`config.mk`:
```
export PLATFORM = sky130hd
export DESIGN_NAME = fcvt_sched
export DESIGN_NICKNAME = d
export VERILOG_FILES = /design/src/rtl/fcvt_pkg.sv /design/src/rtl/fcvt_rr_arb.sv /design/src/rtl/fcvt_s_wu.sv /design/src/rtl/fcvt_sched.sv
export SDC_FILE = /design/constraint.sdc
export NUM_CORES = 1
export LEC_CHECK = 0
export CORE_ASPECT_RATIO = 0.8
export CORE_MARGIN = 4
export CORE_UTILIZATION = 40
export CTS_CLUSTER_SIZE = 20
export DETAILED_ROUTE_END_ITERATION = 10
export PLACE_DENSITY = 0.68
export SLEW_MARGIN = 20
export SYNTH_ARGS = -nofsm -noshare
export SYNTH_HDL_FRONTEND = slang
export SYNTH_SLANG_ARGS = --single-unit
```
`constraint.sdc`:
```
create_clock -name CLK -period 12.05 [get_ports CLK]
set_input_delay 1.8075 -clock CLK [delete_from_list [all_inputs] [get_ports CLK]]
set_output_delay 1.8075 -clock CLK [all_outputs]
set_load 0.01 [all_outputs]
```
`src/rtl/fcvt_pkg.sv`:
```
// Shared types and constants for the int-to-single conversion scheduler.
package fcvt_pkg;

  typedef enum logic [1:0] {
    IDLE = 2'd0,
    CONV = 2'd1,
    RESP = 2'd2
  } fcvt_state_e;

  localparam int F_EXP_BIAS = 127;
  localparam int F_WIDTH_SP = 32;
  localparam int F_SIGN_BIT = F_WIDTH_SP - 1;

endpackage

```
`src/rtl/fcvt_rr_arb.sv`:
```
// Round-robin request arbiter; FCVT_SCHED_FIXED_PRIO_EN selects lowest-index-wins
// fixed priority and removes the pointer register.
module fcvt_rr_arb #(
  parameter int N_REQ = 2
) (
  input  logic                     clk,
  input  logic                     rst_n,
  input  logic [N_REQ-1:0]         valid,
  input  logic                     advance,
  output logic [$clog2(N_REQ)-1:0] grant_idx,
  output logic                     grant_vld
);

  localparam int IW = $clog2(N_REQ);

`ifdef FCVT_SCHED_FIXED_PRIO_EN
  logic unused_ctl;
  assign unused_ctl = ^{clk, rst_n, advance};

  always_comb begin
    grant_idx = '0;
    grant_vld = 1'b0;
    for (int k = N_REQ - 1; k >= 0; k--) begin
      if (valid[k]) begin
        grant_idx = IW'(k);
        grant_vld = 1'b1;
      end
    end
  end
`else
  logic [IW-1:0] ptr;

  // Scan downward from the farthest slot so the slot nearest ptr is written last and wins.
  always_comb begin
    grant_idx = '0;
    grant_vld = 1'b0;
    for (int k = N_REQ - 1; k >= 0; k--) begin
      if (valid[(int'(ptr) + k) % N_REQ]) begin
        grant_idx = IW'((int'(ptr) + k) % N_REQ);
        grant_vld = 1'b1;
      end
    end
  end

  always_ff @(posedge clk or negedge rst_n) begin
    if (!rst_n) begin
      ptr <= '0;
    end else if (advance) begin
      ptr <= (int'(grant_idx) == N_REQ - 1) ? '0 : grant_idx + 1'b1;
    end
  end
`endif

endmodule

```
`src/rtl/fcvt_s_wu.sv`:
```
// FCVT_S_WU: combinational unsigned integer to IEEE single, round-half-up on the guard bit.
module fcvt_s_wu
  import fcvt_pkg::*;
#(
  parameter int I_WIDTH = 32,
  parameter int F_WIDTH = 32
) (
  input  logic [I_WIDTH-1:0] a,
  output logic [F_WIDTH-1:0] f,
  output logic               inexact
);

  localparam int MW    = 23;
  localparam int MSB_W = $clog2(I_WIDTH);

  logic [MSB_W-1:0]   msb;
  logic [I_WIDTH-1:0] norm;
  logic [MW:0]        rnd;
  logic               guard;
  logic               sticky;
  logic [7:0]         expo;
  logic               unused_lead;

  always_comb begin
    msb = '0;
    for (int i = 0; i < I_WIDTH; i++) begin
      if (a[i]) msb = MSB_W'(i);
    end
    norm   = a << (I_WIDTH - 1 - int'(msb));
    guard  = norm[I_WIDTH-MW-2];
    sticky = |norm[I_WIDTH-MW-3:0];
    // A carry out of the mantissa bumps the exponent; the mantissa field wraps to zero.
    rnd    = {1'b0, norm[I_WIDTH-2 -: MW]} + {{MW{1'b0}}, guard};
    expo   = 8'(F_EXP_BIAS + int'(msb) + int'(rnd[MW]));
    inexact = guard | sticky;
    f = '0;
    if (a != '0) f = F_WIDTH'({1'b0, expo, rnd[MW-1:0]});
  end

  assign unused_lead = norm[I_WIDTH-1];

endmodule

```
`src/rtl/fcvt_sched.sv`:
```
// Shares one FCVT_S_WU datapath across N_REQ requesters, adding signed sequencing and
// sticky NX. Define FCVT_SCHED_FIXED_PRIO_EN for fixed-priority arbitration.
module fcvt_sched
  import fcvt_pkg::*;
#(
  parameter int N_REQ   = 2,
  parameter int I_WIDTH = 32,
  parameter int F_WIDTH = 32,
  parameter int TAG_W   = 4
) (
  input  logic                       CLK,
  input  logic                       RSTn,
  input  logic [N_REQ-1:0]           req_valid,
  output logic [N_REQ-1:0]           req_ready,
  input  logic [N_REQ*I_WIDTH-1:0]   req_data,
  input  logic [N_REQ-1:0]           req_signed,
  input  logic [N_REQ*TAG_W-1:0]     req_tag,
  output logic                       rsp_valid,
  input  logic                       rsp_ready,
  output logic [F_WIDTH-1:0]         rsp_data,
  output logic [$clog2(N_REQ)-1:0]   rsp_id,
  output logic [TAG_W-1:0]           rsp_tag,
  output logic                       rsp_inexact,
  output logic                       fflags_nx,
  input  logic                       fflags_clr,
  output logic                       busy
);

  localparam int IW = $clog2(N_REQ);

  fcvt_state_e        state;
  logic               can_accept;
  logic               take;
  logic               grant_vld;
  logic [IW-1:0]      grant_idx;
  logic [I_WIDTH-1:0] op_sel;
  logic               neg_sel;
  logic [I_WIDTH-1:0] mag_sel;
  logic [TAG_W-1:0]   tag_sel;
  logic [I_WIDTH-1:0] op_mag_p0;
  logic               op_neg_p0;
  logic [F_WIDTH-1:0] dp_f;
  logic               dp_inexact;
  logic [F_WIDTH-1:0] res;

  assign can_accept = (state == IDLE) | ((state == RESP) & rsp_ready);
  assign take       = can_accept & grant_vld;
  assign rsp_valid  = (state == RESP);
  assign busy       = (state != IDLE);

  fcvt_rr_arb #(.N_REQ(N_REQ)) u_arb (
    .clk       (CLK),
    .rst_n     (RSTn),
    .valid     (req_valid),
    .advance   (take),
    .grant_idx (grant_idx),
    .grant_vld (grant_vld)
  );

  always_comb begin
    req_ready = '0;
    if (take) req_ready[grant_idx] = 1'b1;
  end

  // Signed operands are negated to a magnitude here; 0x80000000 maps to itself, which the
  // unsigned datapath converts correctly.
  assign op_sel  = req_data[grant_idx*I_WIDTH +: I_WIDTH];
  assign tag_sel = req_tag[grant_idx*TAG_W +: TAG_W];
  assign neg_sel = req_signed[grant_idx] & op_sel[I_WIDTH-1];
  assign mag_sel = neg_sel ? -op_sel : op_sel;

  fcvt_s_wu #(.I_WIDTH(I_WIDTH), .F_WIDTH(F_WIDTH)) u_cvt (
    .a       (op_mag_p0),
    .f       (dp_f),
    .inexact (dp_inexact)
  );

  always_comb begin
    res = dp_f;
    res[F_SIGN_BIT] = op_neg_p0 & (op_mag_p0 != '0);
  end

  // Stage p0: operand latched at grant; output stage: result registered in CONV.
  always_ff @(posedge CLK or negedge RSTn) begin
    if (!RSTn) begin
      state       <= IDLE;
      op_mag_p0   <= '0;
      op_neg_p0   <= 1'b0;
      rsp_id      <= '0;
      rsp_tag     <= '0;
      rsp_data    <= '0;
      rsp_inexact <= 1'b0;
    end else begin
      case (state)
        IDLE:    if (take) state <= CONV;
        CONV:    state <= RESP;
        RESP:    if (rsp_ready) state <= take ? CONV : IDLE;
        default: state <= IDLE;
      endcase
      if (take) begin
        op_mag_p0 <= mag_sel;
        op_neg_p0 <= neg_sel;
        rsp_id    <= grant_idx;
        rsp_tag   <= tag_sel;
      end
      if (state == CONV) begin
        rsp_data    <= res;
        rsp_inexact <= dp_inexact;
      end
    end
  end

  // A set in the same cycle as a clear takes precedence.
  always_ff @(posedge CLK or negedge RSTn) begin
    if (!RSTn) begin
      fflags_nx <= 1'b0;
    end else if (rsp_valid & rsp_ready & rsp_inexact) begin
      fflags_nx <= 1'b1;
    end else if (fflags_clr) begin
      fflags_nx <= 1'b0;
    end
  end

  a_ready_onehot0: assert property (@(posedge CLK) disable iff (!RSTn) $onehot0(req_ready));

endmodule

```
==> summary.md <==
| Metric | Value |
|---|---|
| H-tree depth | 3 |
| Fin crit share | around 53% |
| Row cnt | between 40 and 50 |
| Layout cell share with drive strength beyond 1 | between 6 and 7% |
| Diodes inserted | 0 |
| Count of flip-flops with a built-in enable after synthesis | 0 |
| Initial Utilization | between 40% and 50% |
| Synthesized flop and latch total | between 70 and 80 |
| Register area | 1877 um2 |
| Setup crit start | op_mag_p0[28] |
| HPWL Detailed | approximately 18000 um |
| Yosys top cell area share | between 20% and 30% |
| Post-CTS setup buffer count | 0 |
| Routed wire length | around 24000 um |
| Area Overhead vs Synth | 22.22% |
| Seq/Total Area, Yosys | a little over a quarter |
| GRT Total Usage | between 20% and 30% |
| Worst hold path startpoint | rsp_data[28] |
| Post-Place Cells | 1190 |
| Sw frac | a little under three fifths |
| Vias in the first global route | 7038 |
| Net Switching | approximately 1.7 mW |
| Die Span Y | between 100 and 150 um |
| Clk buf depth | 2 |
| Final Hold Vio Count | 0 |
| Status | complete, no violations |
| Syn Nets | about 1000 |
| Port-buffer cells | 122 |
| Fmax | around 160 MHz |
| Slew headroom | between 20% and 30% |
| Hold Path Class | flop to flop |
| IO Pins | between 100 and 150 |
| Distinct cell type count after synthesis | just under 90 |
| Gr ovfl total | 0 |
| Router iterations before antenna repair | 8 |
| Commonest cells after routing, fill and taps aside | 121 x clkdlybuf4s50_1, 114 x nand2_1, 89 x o21ai_0 |
| Most used DFF post-synth | dfrtp_1 |
| DR DRC count | 0 |
| Critical Path End Type | flop |
| Clock Latency Late Sink | roughly 0.35 ns |
| Final setup TNS | 0 ns |
| Post-layout util | between 40% and 50% |
| CTS tree | done |
| Sequential power share | roughly 18% |
| Commonest non-fill, non-tap cell in the layout | clkdlybuf4s50_1 |
| Filler cells | 1724 |
| Placer Congestion | 1.041 |
| Antenna Nets Post-Route | 0 |
| Layout net count | ~1100 |
| Non-filler cells, final | approximately 1200 |
| Power consumption | 3.109 mW |
| Critical-path top delay cell | or4b_1 |
| Fin crit period | 6.382 ns |
| R2R setup slack | around 5.7 ns |
| Total CTS buffers | 9 |
| Setup WS pre-CTS | slightly below 6 ns |
| Comb power frac | roughly three quarters |
| CP most frequent cell | ha_1 |
| Post-cts sizing count | 0 |
| Crit-path cells | nor4_1 -> o21ai_0 -> o21a_1 -> nor2_4 -> buf_4 -> clkinv_2 -> mux2i_1 -> mux2_2 -> a21oi_1 -> and2_1 -> ha_1 -> o211ai_2 -> nor4_4 -> nand4_2 -> or4b_1 -> ha_1 -> ha_1 -> nand3_1 -> nor3b_1 -> o21ai_0 |
| Core outline area | approximately 17000 um2 |
| Clk Tree Root Cell | clkbuf_16 |
| CP required | 12.27 ns |
| Worst Skew | around 0.0043 ns |
| Routed vias/inst | 6.213 |
| RSZ-0062 raised after global routing | false |
| Startpoint Class | flop |
| First-pass GRT wire length | between 30000 and 40000 um |
| Die area | 19960 um2 |
| Pint | roughly 1.4 mW |
| Critical path arrival | about 6.6 ns |
| PwrDens | 358.2 nW/um2 |
| Largest net degree at the start of global routing | 76 |
| Sink Count | 75 |
| Critical path class | flop to flop |
| Worst r2r src | op_mag_p0[28] |
| CP delay by family, top | simple AND/OR/NAND/NOR gates |
| Final setup fails | 0 |
| Area leader, netlist | dfrtp_1 |
| Worst-margin pin slew | around 1.0 ns |
| Hold_buf cts | 0 |
| 1st-iter DRT viols | around 1200 |
| Clock share of power | ~8.9% |
| Fin. max-slew vios | 0 |
| Clock slew seen by the registers of the worst setup and hold paths | around 0.06 ns |
| DR WL/cell | 20.08 um |
| Area of the multi-input gates | approximately 4800 um2 |
| Slowest Stage Delay on Critical Path | ~0.66 ns |
| Syn Area/Cell | around 7.9 um2 |
| Cell Area, Synth | ~7100 um2 |
| Max-cap violations | 0 |
| Synth Instances | between 900 and 1000 |
| WP buf/inv | 2 |
| Maximum vdd drop | 0.0001429 V |
| Die width | 157.0 um |
| Initial antenna violation count | 0 |
| Setup ws final | around 5.7 ns |
| Synth Warn # | 0 |
| Vias | 7493 |
| Share of flip-flops with an asynchronous set or reset | 100.0% |
| Ranking of synthesized cells by area | dfrtp_1 26%, mux2i_1 7.8%, o21ai_0 6.3% |
| Leakage | around 3.5 nW |
| Largest fanout on the critical path | 45 |
[metrics by stage]
stage | area (um2) | hold WS [ns]
final | 8680 | 0.4765
after CTS | 8680 | 0.4840
after detailed placement | 8378 | 0.4698
after global placement | 8378 | 0.4612
after floorplan | 7102 | 0.4502
after global routing | 8680 | 0.4992
[layer usage]
metal / global-route usage, % / part of all wire, % / wire length, um / vias to the layer above
met3: 6.570 / 10 / 2506 / 62
met4: 5.918 / 2.2 / 542 / 0
li1: - / - / - / 3528
met1: 35.72 / 46 / 11120 / 3500
met2: 34.51 / 41 / 10040 / 403
met5: 0 / 0 / 0 / -
[final timing paths]
check,end,cells after the start
setup reg to reg,rsp_data[27],20
hold / removal,rsp_data[28],2
max in group asynchronous,rsp_data[19],1
min in group asynchronous,rsp_tag[3],1
hold reg to reg,rsp_data[28],2
setup / recovery,rsp_data[27],20
[worst reg2reg max path: cells and delay by family (launching register included)]
family / cells / cell delay, ns
compound gates: 5 / 1.03
fa+ha+maj: 3 / 0.65
buf+inv: 2 / 1.09
flops: 1 / 0.50
mux: 2 / 0.62
simple gates: 8 / 2.33
[flip-flops by register name, indices dropped and copies added (netlist names)]
register / flops
rsp_data: 32
op_neg_p0: 1
op_mag_p0: 32
rsp_id: 1
rsp_inexact: 1
u_arb.ptr: 1
state: 2
rsp_tag: 4
fflags_nx: 1
[cell usage after synthesis, types with 5 or more instances]
master	instances
a22oi_1	6
or3_1	6
ha_1	5
o221ai_1	5
o211ai_1	8
a21oi_1	43
a311oi_1	5
buf_2	16
mux2i_1	55
nand2_1	114
clkbuf_1	42
nor2b_1	8
or4_1	8
nand4_1	6
a221oi_1	10
buf_6	5
and2_1	7
inv_1	19
a211oi_1	9
nor4_1	14
o21bai_1	5
buf_1	6
o31ai_1	7
o22ai_1	6
a222oi_1	5
and3_1	12
nand3_1	35
xor2_1	25
nor3_1	18
dfrtp_1	75
a22o_1	7
xnor2_1	19
a21o_1	5
nor3b_1	5
o21ai_0	90
mux2_2	7
nand2b_1	8
a31oi_1	7
a32o_1	7
nor2_1	66
o21a_1	6
o211a_1	8
[final cells by class]
type / instances / share of cell area, %
repair buffers: 134 / 15.08
flip-flops and latches: 75 / 21.62
well taps: 225 / 3.243
clock buffers: 9 / 2.595
clock inverters: 7 / 0.8793
inverters: 21 / 0.9514
multi-input cells: 735 / 55.63
[power groups by stage]
stage | clock [mW] | sequential [mW] | combinational (mW)
global route | 0.295 | 0.570 | 2.44
finish | 0.278 | 0.550 | 2.28
floorplan | 0 | 0.463 | 1.61
global placement | 0 | 0.548 | 2.22
CTS | 0.284 | 0.546 | 2.21
detailed placement | 0 | 0.549 | 2.20
[kinds of logic after synthesis]
family | Yosys count | synth area share [%]
fa+ha+maj | 5 | 0.8809
buf+inv | 93 | 5.902
flops | 75 | 26.43
compound gates | 292 | 28.82
simple gates | 331 | 23.36
mux | 63 | 9.179
xor+xnor | 44 | 5.426
Power figures use the tool's default switching activity.
==> edit: new RTL, same settings <==
Register the output `fflags_nx` once more, cleared by the reset; this adds one clock of latency there. The other outputs are not delayed to match.
--- a/src/rtl/fcvt_sched.sv
+++ b/src/rtl/fcvt_sched.sv
@@ -27,6 +27,8 @@
 );
 
   localparam int IW = $clog2(N_REQ);
+
+  logic fflags_nx_s0;
 
   fcvt_state_e        state;
   logic               can_accept;
@@ -113,15 +115,23 @@
   // A set in the same cycle as a clear takes precedence.
   always_ff @(posedge CLK or negedge RSTn) begin
     if (!RSTn) begin
-      fflags_nx <= 1'b0;
+      fflags_nx_s0 <= 1'b0;
     end else if (rsp_valid & rsp_ready & rsp_inexact) begin
-      fflags_nx <= 1'b1;
+      fflags_nx_s0 <= 1'b1;
     end else if (fflags_clr) begin
-      fflags_nx <= 1'b0;
+      fflags_nx_s0 <= 1'b0;
     end
   end
 
   a_ready_onehot0: assert property (@(posedge CLK) disable iff (!RSTn) $onehot0(req_ready));
 
+  always_ff @(posedge CLK or negedge RSTn) begin
+    if (!RSTn) begin
+      fflags_nx <= '0;
+    end else begin
+      fflags_nx <= fflags_nx_s0;
+    end
+  end
+
 endmodule
 
Check against the original RTL: not equivalent (a bounded check fails within 4 cycles, from zero or initial values and one cycle with RSTn low).
==> edit against the unedited design <==
- synthesized area hardly changed
- worst setup slack improved by 0.40 ns
- hold slack worse by 0.10 ns
- routed wire length rose by 0.78%
- global-route usage up 0.51 points
- total power down 1.4%
- final area up 0.37%
- sequential cell count grew 1
- critical path type unchanged
- highest routed layer is now met5
==> edit: results (changes against the unedited design) <==
cts:
  cts.path.max_buffers: 2  # unchanged
  clock_latency_ns: 0.36
  cts_buffers: 9  # unchanged
hold_path:
  whs_path_depth: 0  # was 2
  hold_start: "fflags_nx_s0"  # was rsp_data[28]
placed_design:
  gp_congestion: 1.02  # was 1.04
  place_area_um2: 8400  # was 8380 µm²
  dp_hpwl_um: 18500  # was 18100 µm
  dp.cells: 1199  # was 1190
sta:
  period_share_pct: 49.6  # was 53.0%
  holdWs_ns: 0.375  # was 0.477 ns
  clock-skew-final_ns: 0.0110  # was 0.00435 ns
  slew_headroom_pct: 22.9  # was 30.0%
cells_and_area:
  drive_gt1_share_pct: 7.37  # was 6.83%
  fin_nets: 1070  # was 1061
critical_path:
  cp.arrival_ns: 6.20  # was 6.60 ns
  cp_slowest_cell: "nor4_1"  # was or4b_1
  r2r_setup_slack_ns: 6.07  # was 5.67 ns
  crit_path_max_fanout: 14  # was 45
  slowest_delay_ns: 0.75  # was 0.66 ns
  rr_worst_depth: 16  # was 20
  crit_end: "rsp_data[18]"  # was rsp_data[27]
power_and_ir_drop:
  comb-power_w: 0.00223  # was 0.00228 W
  p_int_w: 0.00133  # was 0.00139 W
  p_leak_nw: 3.45  # was 3.55 nW
  p_per_area_nw_per_um2: 352  # was 358 nW/µm²
routing:
  dr_total_vias: 7736  # was 7493
  wl_um: 24400  # was 24200 µm
  wl_per_cell_um: 20.1  # about the same
  dr.pass1.iters: 6  # was 8
  drt-initial-drc-count: 1042  # was 1166
yosys:
  synthesis.nets: 997  # was 988
  synth.avg_cell_area_um2: 7.78  # was 7.86 µm²
  yosysMostFrequentCell: "nand2_1"  # unchanged
  yosys-top-cells-count: "125 x nand2_1, 82 x o21ai_0, 76 x dfrtp_1"  # was 114 x nand2_1, 90 x o21ai_0, 75 x dfrtp_1
  synthTopCellsByArea: "dfrtp_1 27%, mux2i_1 7.2%, nand2_1 6.6%, o21ai_0 5.8%, o211ai_1 4.5%"  # was dfrtp_1 26%, mux2i_1 7.8%, o21ai_0 6.3%, nand2_1 6.0%, nor2_1 3.5%
  synth_seq_area_share_pct: 26.8  # was 26.4%
status:
  status: "finished clean"  # unchanged
global_routing:
  grt_pass1_vias: 7312  # was 7038
  antenna_found_initial: 1  # was 0
  grt_pass1_wl_um: 39500  # was 38800 µm
  grt_usage_pct: 24.6  # was 24.0%
edit: cell types whose count changed in the layout (fill, tap and decap cells not counted), sizes merged, moves of 6 or more:
cell,unedited run,this run
or3,7,1
o211ai,10,43
a31oi,7,13
a21oi,44,52
nand2,114,125
o211a,8,1
nand4,7,14
edit: final cells by class:
cell class	instances	area, µm²
multi-input cells	739	4810
inverters	22	82.6
flip-flops and latches	76	1900
repair buffers	137	1330
clock buffers	9	225
clock inverters	7	82.6
well taps	225	282
fillers	1672	8670
edit: cell families after synthesis:
logic type      after synthesis  share of synthesized area [%]
xor+xnor                     41                           5.06
simple gates                318                           22.1
buf+inv                      97                           6.05
compound gates              317                           30.4
fa+ha+maj                     5                          0.882
mux                          58                           8.78
flops                        76                           26.8
edit: routing by layer:
metal,track usage (%),vias to the layer above,share of wire (%)
met3,8.06,62,10
li1,-,3585,-
met4,7.76,2,3.0
met5,0,-,0.037
met1,34.9,3687,44
met2,35.3,400,42
